**src/rtl/bram_accumulator.sv**
```systemverilog
// Single-port block RAM with a read-accumulate datapath: each enabled read returns the word and adds it into sum.
// Define ACC_SAT_EN to saturate the accumulator at all-ones instead of wrapping modulo 2**DATA_W.
module bram_accumulator #(
  parameter int DATA_W = 8,
  parameter int ADDR_W = 4
) (
  input  logic              clk,
  input  logic              rst,
  input  logic              enable,
  input  logic              write_en,
  input  logic [ADDR_W-1:0] addr,
  input  logic [DATA_W-1:0] data_in,
  output logic [DATA_W-1:0] data_out,
  output logic [DATA_W-1:0] sum,
  output logic              c_out
);

  localparam int DEPTH = 2 ** ADDR_W;

  logic [DATA_W-1:0] mem [DEPTH];
  logic [DATA_W-1:0] rd_word;
  logic [DATA_W:0]   acc_p0;
  logic              wr_p0;
  logic              rd_p0;

  // Carry-extended accumulate; in the saturating build an overflow (or an
  // already-saturated accumulator) pins the result at all-ones with carry set.
  function automatic logic [DATA_W:0] acc_next(
    input logic [DATA_W-1:0] acc,
    input logic [DATA_W-1:0] word,
    input logic              carry_prev
  );
    logic [DATA_W:0] raw;
    raw = {1'b0, acc} + {1'b0, word};
`ifdef ACC_SAT_EN
    if (raw[DATA_W] || carry_prev)
      raw = {1'b1, {DATA_W{1'b1}}};
`else
    if (carry_prev) raw = raw;
`endif
    return raw;
  endfunction

  assign rd_word = mem[addr];
  assign wr_p0   = enable && write_en && !rst;
  assign rd_p0   = enable && !write_en;
  assign acc_p0  = acc_next(sum, rd_word, c_out);

  // Stage p0 -> registered outputs; memory is never cleared by rst.
  always_ff @(posedge clk) begin
    if (wr_p0)
      mem[addr] <= data_in;
  end

  always_ff @(posedge clk) begin
    if (rst) begin
      data_out <= '0;
      sum      <= '0;
      c_out    <= 1'b0;
    end else if (rd_p0) begin
      data_out <= rd_word;
      sum      <= acc_p0[DATA_W-1:0];
      c_out    <= acc_p0[DATA_W];
    end
  end

endmodule

```
**config.mk**
```make
export PLATFORM = sky130hd
export DESIGN_NAME = bram_accumulator
export DESIGN_NICKNAME = d
export VERILOG_FILES = /design/src/rtl/bram_accumulator.sv
export SDC_FILE = /design/constraint.sdc
export NUM_CORES = 1
export LEC_CHECK = 0
export ABC_AREA = 1
export CAP_MARGIN = 20
export CORE_UTILIZATION = 35
export DETAILED_ROUTE_END_ITERATION = 6
export PLACE_DENSITY = 0.5
export SKIP_CTS_REPAIR_TIMING = 1
export SYNTH_ARGS = -nofsm -noshare
export SYNTH_HDL_FRONTEND = slang
export SYNTH_SLANG_ARGS = --single-unit
```
**constraint.sdc**
```tcl
create_clock -name clk -period 5.5 [get_ports clk]
set_input_delay 1.1 -clock clk [delete_from_list [all_inputs] [get_ports clk]]
set_output_delay 1.1 -clock clk [all_outputs]
set_load 0.05 [all_outputs]
```
# Word level (Yosys, flattened, before mapping)
# Memories as Yosys holds them, arrays and structs flattened.
# Cells that the tools add are included.
# totals
inputBits	16
register_bits	17
mem_bits_rw	128
output_inout_bits	17
mem_count	1
# op_classes
mux	2
add_sub_neg	1
reduce_logical	5
# mem_list
memory	depth	width	rd	rd_ports_with_merged_regs	wr	line	rtl
mem	16	8	1	0	1	20	logic [DATA_W-1:0] mem [DEPTH];
# ops
op	n
adder 8 x 8 -> 9 bit	1
logical AND 1 bit	3
zero test 1 bit	2
two-way mux 1 bit	2

# Longest topological paths before layout
# Gate-level depths: netlist of the first run.
# depth
word_depth	4
mapped_depth	21
depth_no_buf	19

# Worst setup path after synthesis of the first run
# No wires, ideal clock.
# synth_path
path_type	in2reg
start	input port addr[1]
end	register sum[6]
slack_ps	2457
arrival_ps	2934
stages	17
n_path_buf	2
path_cell_list	buf_2 -> clkbuf_1 -> nand2_1 -> nand2_1 -> nand2_1 -> nand2_1 -> nor2_1 -> inv_1 -> ha_1 -> inv_1 -> fa_1 -> o21ai_1 -> nand2_1 -> nand3_1 -> nand3_1 -> nand2_1 -> inv_1
# synth_via
elab_chain_cells	2
# synth_lines
element	line	rtl
start: declaration	11	input logic [ADDR_W-1:0] addr,
memory (16 x 8 bit)	-	
net rd_word[0]	21	logic [DATA_W-1:0] rd_word;
adder 8 x 8 -> 9 bit	34	raw = {1'b0, acc} + {1'b0, word};
end signal: assignment	62	sum <= acc_p0[DATA_W-1:0];
end: declaration	14	output logic [DATA_W-1:0] sum,
# The timed path passes the listed nets, and every way through them passes these cells.
# A chain may end at the register's enable or synchronous reset.

# Worst setup path after layout of the first run
# layout_path
start	input port addr[3]
end	register c_out
# layout_via
elab_chain_cells	2
# layout_lines
element	line	rtl
memory (16 x 8 bit)	-	
net rd_word[0]	21	
adder 8 x 8 -> 9 bit	34	
end signal: assignment	63	c_out <= acc_p0[DATA_W];
end: declaration	15	output logic c_out
# The timed path passes the listed nets, and every way through them passes these cells.

==> results of run 1 <==
path summary, 6_finish.rpt:
path | slack [ps] | cells past startpoint | end | startpoint
min | 550 | 2 | data_out[3] | data_out[3]
min reg2reg | 550 | 2 | data_out[3] | data_out[3]
max | 2080 | 15 | c_out | addr[3]
max reg2reg | 3280 | 16 | sum[7] | mem[13][6]
flip-flops by register name, summed over array words and instances (netlist names):
register,cells
data_out,8
sum,8
c_out,1
mem,128
critical path, delay by kind of cell:
kind	cells	cell delay, ps
compound gates	2	340
fa+ha+maj	2	560
buf+inv	4	730
simple gates	7	1030
area by class of cell:
type,count,area (sq um)
Tap cell,225,282
Clock inverter,15,166
Clock buffer,17,425
Multi-Input combinational cell,457,1880
Timing Repair Buffer,37,360
Inverter,34,128
Sequential cell,145,4180
Fill cell,1700,10100
per-stage QoR:
step	utilization [%]	area, sq um
after global routing	42.5	7430
after detailed placement	39.0	6820
final	42.5	7430
after CTS	42.4	7410
after floorplan	-	6340
after global placement	39.0	6820
metal layers:
layer | up-vias | part of all wire, % | global-route usage, % | routed length, microns
li1 | 2187 | - | - | -
met1 | 2056 | 48 | 23.9 | 7220
met2 | 112 | 45 | 27.8 | 6860
met3 | 20 | 4.8 | 3.74 | 724
met4 | 0 | 1.8 | 7.22 | 275
met5 | - | 0 | 0 | 0
layout by cell type, fill, tap and decap left out, types with 4 or more instances in the layout:
master / Yosys / routed
sky130_fd_sc_hd__clkinv_1: 0 / 4
sky130_fd_sc_hd__inv_1: 32 / 32
sky130_fd_sc_hd__edfxtp_1: 128 / 128
sky130_fd_sc_hd__buf_4: 6 / 4
sky130_fd_sc_hd__nand3_1: 11 / 11
sky130_fd_sc_hd__o21ai_1: 6 / 6
sky130_fd_sc_hd__nand2_1: 360 / 360
sky130_fd_sc_hd__o21ai_0: 9 / 9
sky130_fd_sc_hd__a21oi_1: 14 / 14
sky130_fd_sc_hd__clkbuf_16: 0 / 17
sky130_fd_sc_hd__nor2_1: 41 / 40
sky130_fd_sc_hd__ha_1: 8 / 8
sky130_fd_sc_hd__dfxtp_1: 17 / 17
sky130_fd_sc_hd__clkdlybuf4s50_1: 0 / 31
logic make-up after synthesis:
family          share of synthesized area, %
flops                                   65.9
buf+inv                                 4.46
compound gates                          2.41
fa+ha+maj                               1.89
simple gates                            24.9
xor+xnor                               0.414
power groups by stage:
stage	registers, mW	clock network, mW	logic, mW
after floorplan	1.27	0	0.122
after global placement	1.24	0	0.231
after detailed placement	1.24	0	0.232
after CTS	1.22	1.18	0.233
after global routing	1.22	1.22	0.261
final	1.22	1.16	0.232
==> impl_results.html, run 1 <==
<table>
<tr><th>Metric</th><th>Value</th></tr>
<tr><th colspan="2">GRT</th></tr>
<tr><td>Wire length of the first global-routing pass</td><td>23800 microns</td></tr>
<tr><td>Total grt overflow</td><td>0</td></tr>
<tr><td>Pin count of the biggest net entering global routing</td><td>67</td></tr>
<tr><td>Via count of the first global-routing pass</td><td>4285</td></tr>
<tr><td>Number of antenna violations at the first check in global routing</td><td>0</td></tr>
<tr><td>Global-route total usage across every layer</td><td>17.8%</td></tr>
<tr><th colspan="2">Synth</th></tr>
<tr><td>Net count of the mapped netlist</td><td>686</td></tr>
<tr><td>Area of the mapped netlist</td><td>6340 sq um</td></tr>
<tr><td>Most used flip-flop cell after synthesis</td><td>sky130_fd_sc_hd__edfxtp_1</td></tr>
<tr><td>Cell type with the highest aggregate area in the netlist</td><td>sky130_fd_sc_hd__edfxtp_1</td></tr>
<tr><td>Most numerous cell in the Yosys netlist</td><td>sky130_fd_sc_hd__nand2_1</td></tr>
<tr><td>EDFF count, synth</td><td>128</td></tr>
<tr><td>Proportion of netlist area held by the largest area contributor</td><td>60.6%</td></tr>
<tr><td>Mean Syn Cell Area</td><td>9.60 sq um</td></tr>
<tr><td>Distinct cells, synth</td><td>22</td></tr>
<tr><td>Area contributors post-synth</td><td>sky130_fd_sc_hd__edfxtp_1, sky130_fd_sc_hd__nand2_1, sky130_fd_sc_hd__dfxtp_1, sky130_fd_sc_hd__nor2_1, sky130_fd_sc_hd__inv_1</td></tr>
<tr><td>Async set or reset register ratio after synthesis</td><td>0%</td></tr>
<tr><td>Sequential cell area fraction in the yosys report</td><td>65.9%</td></tr>
<tr><td>Top cells by count, synth</td><td>sky130_fd_sc_hd__nand2_1, sky130_fd_sc_hd__edfxtp_1, sky130_fd_sc_hd__nor2_1, sky130_fd_sc_hd__inv_1, sky130_fd_sc_hd__dfxtp_1</td></tr>
<tr><td>Synthesis-stage register bit count</td><td>145</td></tr>
<tr><td>Number of standard cells after synthesis</td><td>661</td></tr>
<tr><td>Yosys warnings</td><td>0</td></tr>
<tr><th colspan="2">STA</th></tr>
<tr><td>Highest clock frequency the design can meet</td><td>292 MHz</td></tr>
<tr><td>Final min period</td><td>3420 ps</td></tr>
<tr><td>Worst clock skew</td><td>7.18 ps</td></tr>
<tr><td>Number of failing hold endpoints at the final stage</td><td>0</td></tr>
<tr><td>Count of pins over their slew limit</td><td>0</td></tr>
<tr><td>Final-layout worst hold slack</td><td>548 ps</td></tr>
<tr><td>Setup repair after global routing missed its margin</td><td>no</td></tr>
<tr><td>Worst-Margin Slew</td><td>967 ps</td></tr>
<tr><td>Normalized max-slew margin</td><td>35.3%</td></tr>
<tr><td>Final period util</td><td>62.2%</td></tr>
<tr><td># setup viols final</td><td>0</td></tr>
<tr><td>Final setup margin</td><td>2080 ps</td></tr>
<tr><td>Setup total negative slack</td><td>0 ps</td></tr>
<tr><th colspan="2">Floorplan</th></tr>
<tr><td>Total die area</td><td>18700 sq um</td></tr>
<tr><td>Initial Util</td><td>36.3%</td></tr>
<tr><td>Row count</td><td>48</td></tr>
<tr><td>DIE HEIGHT</td><td>137 microns</td></tr>
<tr><td>Number of primary I/O pins</td><td>33</td></tr>
<tr><td>Core region area</td><td>17500 sq um</td></tr>
<tr><td>Die Wd</td><td>137 microns</td></tr>
<tr><th colspan="2">Finish</th></tr>
<tr><td>Fraction of final layout cells with drive strength greater than 1</td><td>5.25%</td></tr>
<tr><td>Count of placed standard cells in the final layout, fillers left out</td><td>930</td></tr>
<tr><td>Area added between synthesis and finish</td><td>17.0%</td></tr>
<tr><td>Antenna Cells</td><td>0</td></tr>
<tr><td>Number of nets at the end of the flow</td><td>717</td></tr>
<tr><th colspan="2">Worst setup path</th></tr>
<tr><td>Delay contributed by the slowest stage of the critical path</td><td>540 ps</td></tr>
<tr><td>Slowest stage cell on the critical path</td><td>sky130_fd_sc_hd__clkdlybuf4s50_1</td></tr>
<tr><td>Crit-path max FO</td><td>9</td></tr>
<tr><td>Cells along the critical path</td><td>clkdlybuf4s50_1 -&gt; inv_1 -&gt; nor2_1 -&gt; nand2_1 -&gt; nand2_1 -&gt; nor2_1 -&gt; inv_1 -&gt; ha_1 -&gt; inv_1 -&gt; fa_1 -&gt; o21ai_1 -&gt; nand2_1 -&gt; nand2_1 -&gt; nand3_1 -&gt; a21oi_1</td></tr>
<tr><td>Critical path data required time</td><td>5860 ps</td></tr>
<tr><td>Arrival time of the worst setup path</td><td>3780 ps</td></tr>
<tr><td>Kind of launch point of the worst setup path</td><td>input pin</td></tr>
<tr><td>WS Path Type</td><td>input pin to flip-flop</td></tr>
<tr><td>Kind of end point of the critical path</td><td>flip-flop</td></tr>
<tr><td>Critical path's most frequent cell</td><td>sky130_fd_sc_hd__nand2_1</td></tr>
<tr><th colspan="2">Clock tree</th></tr>
<tr><td>Clk Tree Root Cell</td><td>sky130_fd_sc_hd__clkbuf_16</td></tr>
<tr><td>Total CTS buffers</td><td>17</td></tr>
<tr><td>Clock Sink Count</td><td>145</td></tr>
<tr><td>Clock Tree Buf Depth</td><td>2</td></tr>
<tr><td>Clock tree from TritonCTS</td><td>done</td></tr>
<tr><td>Total number of H-tree levels</td><td>4</td></tr>
<tr><td>Worst skew pair latency</td><td>420 ps</td></tr>
<tr><td>Clock input transition at the sequential cells of the worst setup and hold paths</td><td>60 ps</td></tr>
<tr><th colspan="2">Power</th></tr>
<tr><td>Share of total power in combinational logic</td><td>8.9%</td></tr>
<tr><td>Leak</td><td>3.17 nW</td></tr>
<tr><td>Power per standard cell area</td><td>352 nW/um^2</td></tr>
<tr><td>Maximum ir drop on the vdd rail</td><td>0.000237 V</td></tr>
<tr><td>Total power</td><td>2.61 mW</td></tr>
<tr><td>Switching power as a share of total power</td><td>23.7%</td></tr>
<tr><td>Internal portion of total power</td><td>1.99 mW</td></tr>
<tr><td>Sequential share of power</td><td>46.8%</td></tr>
<tr><td>Clk pwr share</td><td>44.3%</td></tr>
<tr><td>Power spent charging and discharging nets</td><td>618 uW</td></tr>
<tr><th colspan="2">Detailed routing</th></tr>
<tr><td>Vias</td><td>4375</td></tr>
<tr><td>Aggregate routed wire length</td><td>15100 microns</td></tr>
<tr><td>Iter 0 DRT Violations</td><td>293</td></tr>
<tr><td>Detail Route Antenna Nets</td><td>0</td></tr>
<tr><td>DRC viols</td><td>0</td></tr>
<tr><td>Number of search-and-repair iterations in the first detailed-routing pass</td><td>5</td></tr>
<tr><td>Final routed wire length divided by cell count</td><td>16.2 microns</td></tr>
<tr><td>Ratio of routed vias to standard cells</td><td>4.70</td></tr>
<tr><th colspan="2">Placement</th></tr>
<tr><td>Routability congestion estimate from global placement</td><td>0.796</td></tr>
<tr><td>Number of cells in the design after placement</td><td>897</td></tr>
<tr><td>HPWL after detailed placement</td><td>9590 microns</td></tr>
<tr><td>PortBufs</td><td>32</td></tr>
<tr><td>Worst slack at placement</td><td>1590 ps</td></tr>
<tr><th colspan="2">Status</th></tr>
<tr><td>Status</td><td>completed</td></tr>
<tr><th colspan="2">Job</th></tr>
<tr><td>Max_cap viols</td><td>0</td></tr>
<tr><th colspan="2">Hold path</th></tr>
<tr><td>Type of the worst min-delay path</td><td>flip-flop to flip-flop</td></tr>
</table>
Power figures use the tool's default switching activity.
==> run 2: changes to the inputs <==
--- a/config.mk
+++ b/config.mk
@@ -9,7 +9,7 @@
 export CAP_MARGIN = 20
 export CORE_UTILIZATION = 35
 export DETAILED_ROUTE_END_ITERATION = 6
-export PLACE_DENSITY = 0.5
+export PLACE_DENSITY = 0.52
 export SKIP_CTS_REPAIR_TIMING = 1
 export SYNTH_ARGS = -nofsm -noshare
 export SYNTH_HDL_FRONTEND = slang
==> constraint.sdc (replaced) <==
create_clock -name clk -period 3.05 [get_ports clk]
set_input_delay 0.61 -clock clk [delete_from_list [all_inputs] [get_ports clk]]
set_output_delay 0.61 -clock clk [all_outputs]
set_load 0.05 [all_outputs]
==> impl_results.html, run 2 (same netlist as run 1, synthesis figures left out) <==
<table>
<tr><th>Metric</th><th>Value</th></tr>
<tr><th colspan="2">Status</th></tr>
<tr><td>Status</td><td>completed (unchanged)</td></tr>
<tr><th colspan="2">Power</th></tr>
<tr><td>Leak</td><td>3.39 nW (was 3.17 nW)</td></tr>
<tr><td>Power per standard cell area</td><td>606 nW/um^2 (was 352 nW/um^2)</td></tr>
<tr><td>Maximum ir drop on the vdd rail</td><td>0.000392 V (was 0.000237 V)</td></tr>
<tr><th colspan="2">Finish</th></tr>
<tr><td>Biggest register</td><td>mem (unchanged)</td></tr>
<tr><td>Area added between synthesis and finish</td><td>22.2% (was 17.0%)</td></tr>
<tr><td>Antenna Cells</td><td>0 (unchanged)</td></tr>
<tr><td>Most frequent cells in the layout</td><td>sky130_fd_sc_hd__nand2_1, sky130_fd_sc_hd__edfxtp_1, sky130_fd_sc_hd__nor2_1 (unchanged)</td></tr>
<tr><td>Summed area of non-filler cells in the final layout</td><td>7750 sq um (was 7430 sq um)</td></tr>
<tr><td>FF/Latch Area</td><td>4180 sq um (unchanged)</td></tr>
<tr><td>Number of nets at the end of the flow</td><td>753 (was 717)</td></tr>
<tr><td>Count of placed standard cells in the final layout, fillers left out</td><td>966 (was 930)</td></tr>
<tr><td>Registers with the most flip-flops</td><td>mem: 128 flops, data_out: 8 flops, sum: 8 flops (unchanged)</td></tr>
<tr><td>Fraction of final layout cells with drive strength greater than 1</td><td>10.3% (was 5.25%)</td></tr>
<tr><td>Footprint of the multi-input gates</td><td>1880 sq um (unchanged)</td></tr>
<tr><td>Most common cell after layout, fill and taps aside</td><td>sky130_fd_sc_hd__nand2_1 (unchanged)</td></tr>
<tr><td>Max reg flops</td><td>128 (unchanged)</td></tr>
<tr><td>FILL cells</td><td>1645 (was 1700)</td></tr>
<tr><th colspan="2">Clock tree</th></tr>
<tr><td>Worst skew pair latency</td><td>420 ps (about the same)</td></tr>
<tr><td>Total CTS buffers</td><td>17 (unchanged)</td></tr>
<tr><td>Clock input transition at the sequential cells of the worst setup and hold paths</td><td>60 ps (about the same)</td></tr>
<tr><td>Clock Sink Count</td><td>145 (unchanged)</td></tr>
<tr><td>Total number of H-tree levels</td><td>4 (unchanged)</td></tr>
<tr><td>Clk Tree Root Cell</td><td>sky130_fd_sc_hd__clkbuf_16 (unchanged)</td></tr>
<tr><td>Clock tree from TritonCTS</td><td>done (unchanged)</td></tr>
<tr><td>Clock Tree Buf Depth</td><td>2 (unchanged)</td></tr>
<tr><th colspan="2">STA</th></tr>
<tr><td>Final min period</td><td>2720 ps</td></tr>
<tr><td>Worst-Margin Slew</td><td>803 ps (was 967 ps)</td></tr>
<tr><td># setup viols final</td><td>0 (unchanged)</td></tr>
<tr><td>Worst clock skew</td><td>8.24 ps (was 7.18 ps)</td></tr>
<tr><td>Count of pins over their slew limit</td><td>0 (unchanged)</td></tr>
<tr><td>Setup repair after global routing missed its margin</td><td>no (unchanged)</td></tr>
<tr><td>Final period util</td><td>89.2%</td></tr>
<tr><td>Final setup margin</td><td>330 ps (was 2080 ps)</td></tr>
<tr><td>Highest clock frequency the design can meet</td><td>368 MHz</td></tr>
<tr><td>Normalized max-slew margin</td><td>46.3% (was 35.3%)</td></tr>
<tr><td>Number of failing hold endpoints at the final stage</td><td>0 (unchanged)</td></tr>
<tr><th colspan="2">Hold path</th></tr>
<tr><td>Worst Hold Depth</td><td>2 (unchanged)</td></tr>
<tr><td>Hold_sp</td><td>data_out[4] (was data_out[3])</td></tr>
<tr><td>Type of the worst min-delay path</td><td>flip-flop to flip-flop (unchanged)</td></tr>
<tr><td>Terminating pin of the worst hold path</td><td>data_out[4] (was data_out[3])</td></tr>
<tr><th colspan="2">Floorplan</th></tr>
<tr><td>Total die area</td><td>18700 sq um (unchanged)</td></tr>
<tr><td>Die Wd</td><td>137 microns (unchanged)</td></tr>
<tr><td>Initial Util</td><td>36.3% (unchanged)</td></tr>
<tr><td>DIE HEIGHT</td><td>137 microns (unchanged)</td></tr>
<tr><td>Number of primary I/O pins</td><td>33 (unchanged)</td></tr>
<tr><td>Row count</td><td>48 (unchanged)</td></tr>
<tr><td>Core region area</td><td>17500 sq um (unchanged)</td></tr>
<tr><th colspan="2">Worst setup path</th></tr>
<tr><td>Kind of end point of the critical path</td><td>flip-flop (unchanged)</td></tr>
<tr><td>Startpoint of the lowest-slack register-to-register path</td><td>mem[10][2] (was mem[13][6])</td></tr>
<tr><td>Critical path data required time</td><td>3380 ps (was 5860 ps)</td></tr>
<tr><td>WS Path Type</td><td>input pin to flip-flop (unchanged)</td></tr>
<tr><td>Reg2Reg Depth</td><td>17 (was 16)</td></tr>
<tr><td>Kind of launch point of the worst setup path</td><td>input pin (unchanged)</td></tr>
<tr><td>Arrival time of the worst setup path</td><td>3050 ps (was 3780 ps)</td></tr>
<tr><td>Register-to-register path setup slack</td><td>900 ps (was 3280 ps)</td></tr>
<tr><td>R2R Path End</td><td>sum[5] (was sum[7])</td></tr>
<tr><td>Crit-path max FO</td><td>34 (was 9)</td></tr>
<tr><th colspan="2">Detailed routing</th></tr>
<tr><td>Final routed wire length divided by cell count</td><td>15.6 microns (was 16.2 microns)</td></tr>
<tr><td>Detail Route Antenna Nets</td><td>0 (unchanged)</td></tr>
<tr><td>Aggregate routed wire length</td><td>15000 microns (was 15100 microns)</td></tr>
<tr><td>Vias</td><td>4486 (was 4375)</td></tr>
<tr><td>Ratio of routed vias to standard cells</td><td>4.64 (was 4.70)</td></tr>
<tr><td>Number of search-and-repair iterations in the first detailed-routing pass</td><td>4 (was 5)</td></tr>
<tr><td>DRC viols</td><td>0 (unchanged)</td></tr>
<tr><td>Iter 0 DRT Violations</td><td>263 (was 293)</td></tr>
<tr><th colspan="2">Placement</th></tr>
<tr><td>Cell Area, Placed</td><td>7160 sq um (was 6820 sq um)</td></tr>
<tr><td>HPWL after detailed placement</td><td>10100 microns (was 9590 microns)</td></tr>
<tr><td>Routability congestion estimate from global placement</td><td>0.855 (was 0.796)</td></tr>
<tr><td>Worst slack at placement</td><td>-95.5 ps (was 1590 ps)</td></tr>
<tr><td>PortBufs</td><td>32 (unchanged)</td></tr>
<tr><td>Number of cells in the design after placement</td><td>934 (was 897)</td></tr>
<tr><th colspan="2">GRT</th></tr>
<tr><td>Global-route total usage across every layer</td><td>18.0% (was 17.8%)</td></tr>
<tr><td>Pin count of the biggest net entering global routing</td><td>67 (unchanged)</td></tr>
<tr><td>Number of antenna violations at the first check in global routing</td><td>0 (unchanged)</td></tr>
<tr><td>Wire length of the first global-routing pass</td><td>24400 microns (was 23800 microns)</td></tr>
<tr><td>Total grt overflow</td><td>0 (unchanged)</td></tr>
<tr><td>Via count of the first global-routing pass</td><td>4423 (was 4285)</td></tr>
<tr><th colspan="2">Job</th></tr>
<tr><td>Max_cap viols</td><td>0 (unchanged)</td></tr>
</table>
-- run 2: layout make-up --
cell class / count / area share [%]
Multi-Input combinational cell: 457 / 24.2
Clock inverter: 9 / 0.823
Tap cell: 225 / 3.63
Timing Repair Buffer: 73 / 8.84
Sequential cell: 145 / 54.0
Clock buffer: 23 / 6.86
Inverter: 34 / 1.65
-- run 2: power by group --
| part | switching, mW | leakage [nW] | internal (mW) |
|---|---|---|---|
| Sequential | 0.0150 | 1.29 | 2.19 |
| Combinational | 0.298 | 1.80 | 0.164 |
| Clock | 0.799 | 0.300 | 1.23 |
| Total | 1.11 | 3.39 | 3.59 |
-- run 2: worst max-delay path by stage --
stage                  from      to  cells after the start
detailed placement  addr[1]  sum[6]                     17
finish              addr[1]  sum[6]                     17
floorplan           addr[1]  sum[6]                     17
global placement    addr[1]  sum[6]                     17
CTS                 addr[1]  sum[6]                     17
global route        addr[1]  sum[6]                     18
-- run 2: routing by layer --
layer | vias up | global-route usage [%] | share of wire [%]
met5 | - | 0 | 0
met4 | 0 | 7.65 | 2.0
li1 | 2263 | - | -
met1 | 2099 | 23.9 | 48
met3 | 24 | 3.56 | 4.1
met2 | 100 | 28.4 | 46
-- run 2: per-stage QoR --
| step | power [mW] | setup TNS [ps] | utilization, % | hold WS, ps |
|---|---|---|---|---|
| global route | 4.87 | 0 | 44.4 | 595 |
| floorplan | 2.52 | 0 | - | 709 |
| finish | 4.70 | 0 | 44.4 | 542 |
| CTS | 4.75 | 0 | 44.4 | 546 |
| global placement | 2.71 | -200 | 41.0 | 526 |
| detailed placement | 2.71 | -199 | 41.0 | 523 |
-- run 2: critical path, cell delays in order --
cell                              delay (ps)
sky130_fd_sc_hd__clkdlybuf4s50_1         590
sky130_fd_sc_hd__buf_12                  240
sky130_fd_sc_hd__nand2_1                  80
sky130_fd_sc_hd__nand2_1                  70
sky130_fd_sc_hd__nand2_1                  70
sky130_fd_sc_hd__nand2_1                  70
sky130_fd_sc_hd__nor2_1                   60
sky130_fd_sc_hd__inv_1                    50
sky130_fd_sc_hd__ha_1                    150
sky130_fd_sc_hd__inv_1                    60
sky130_fd_sc_hd__fa_1                    390
sky130_fd_sc_hd__o21ai_1                 230
sky130_fd_sc_hd__nand2_1                 100
sky130_fd_sc_hd__nand3_1                  80
sky130_fd_sc_hd__nand3_1                  80
sky130_fd_sc_hd__nand2_1                  70
sky130_fd_sc_hd__inv_1                    40
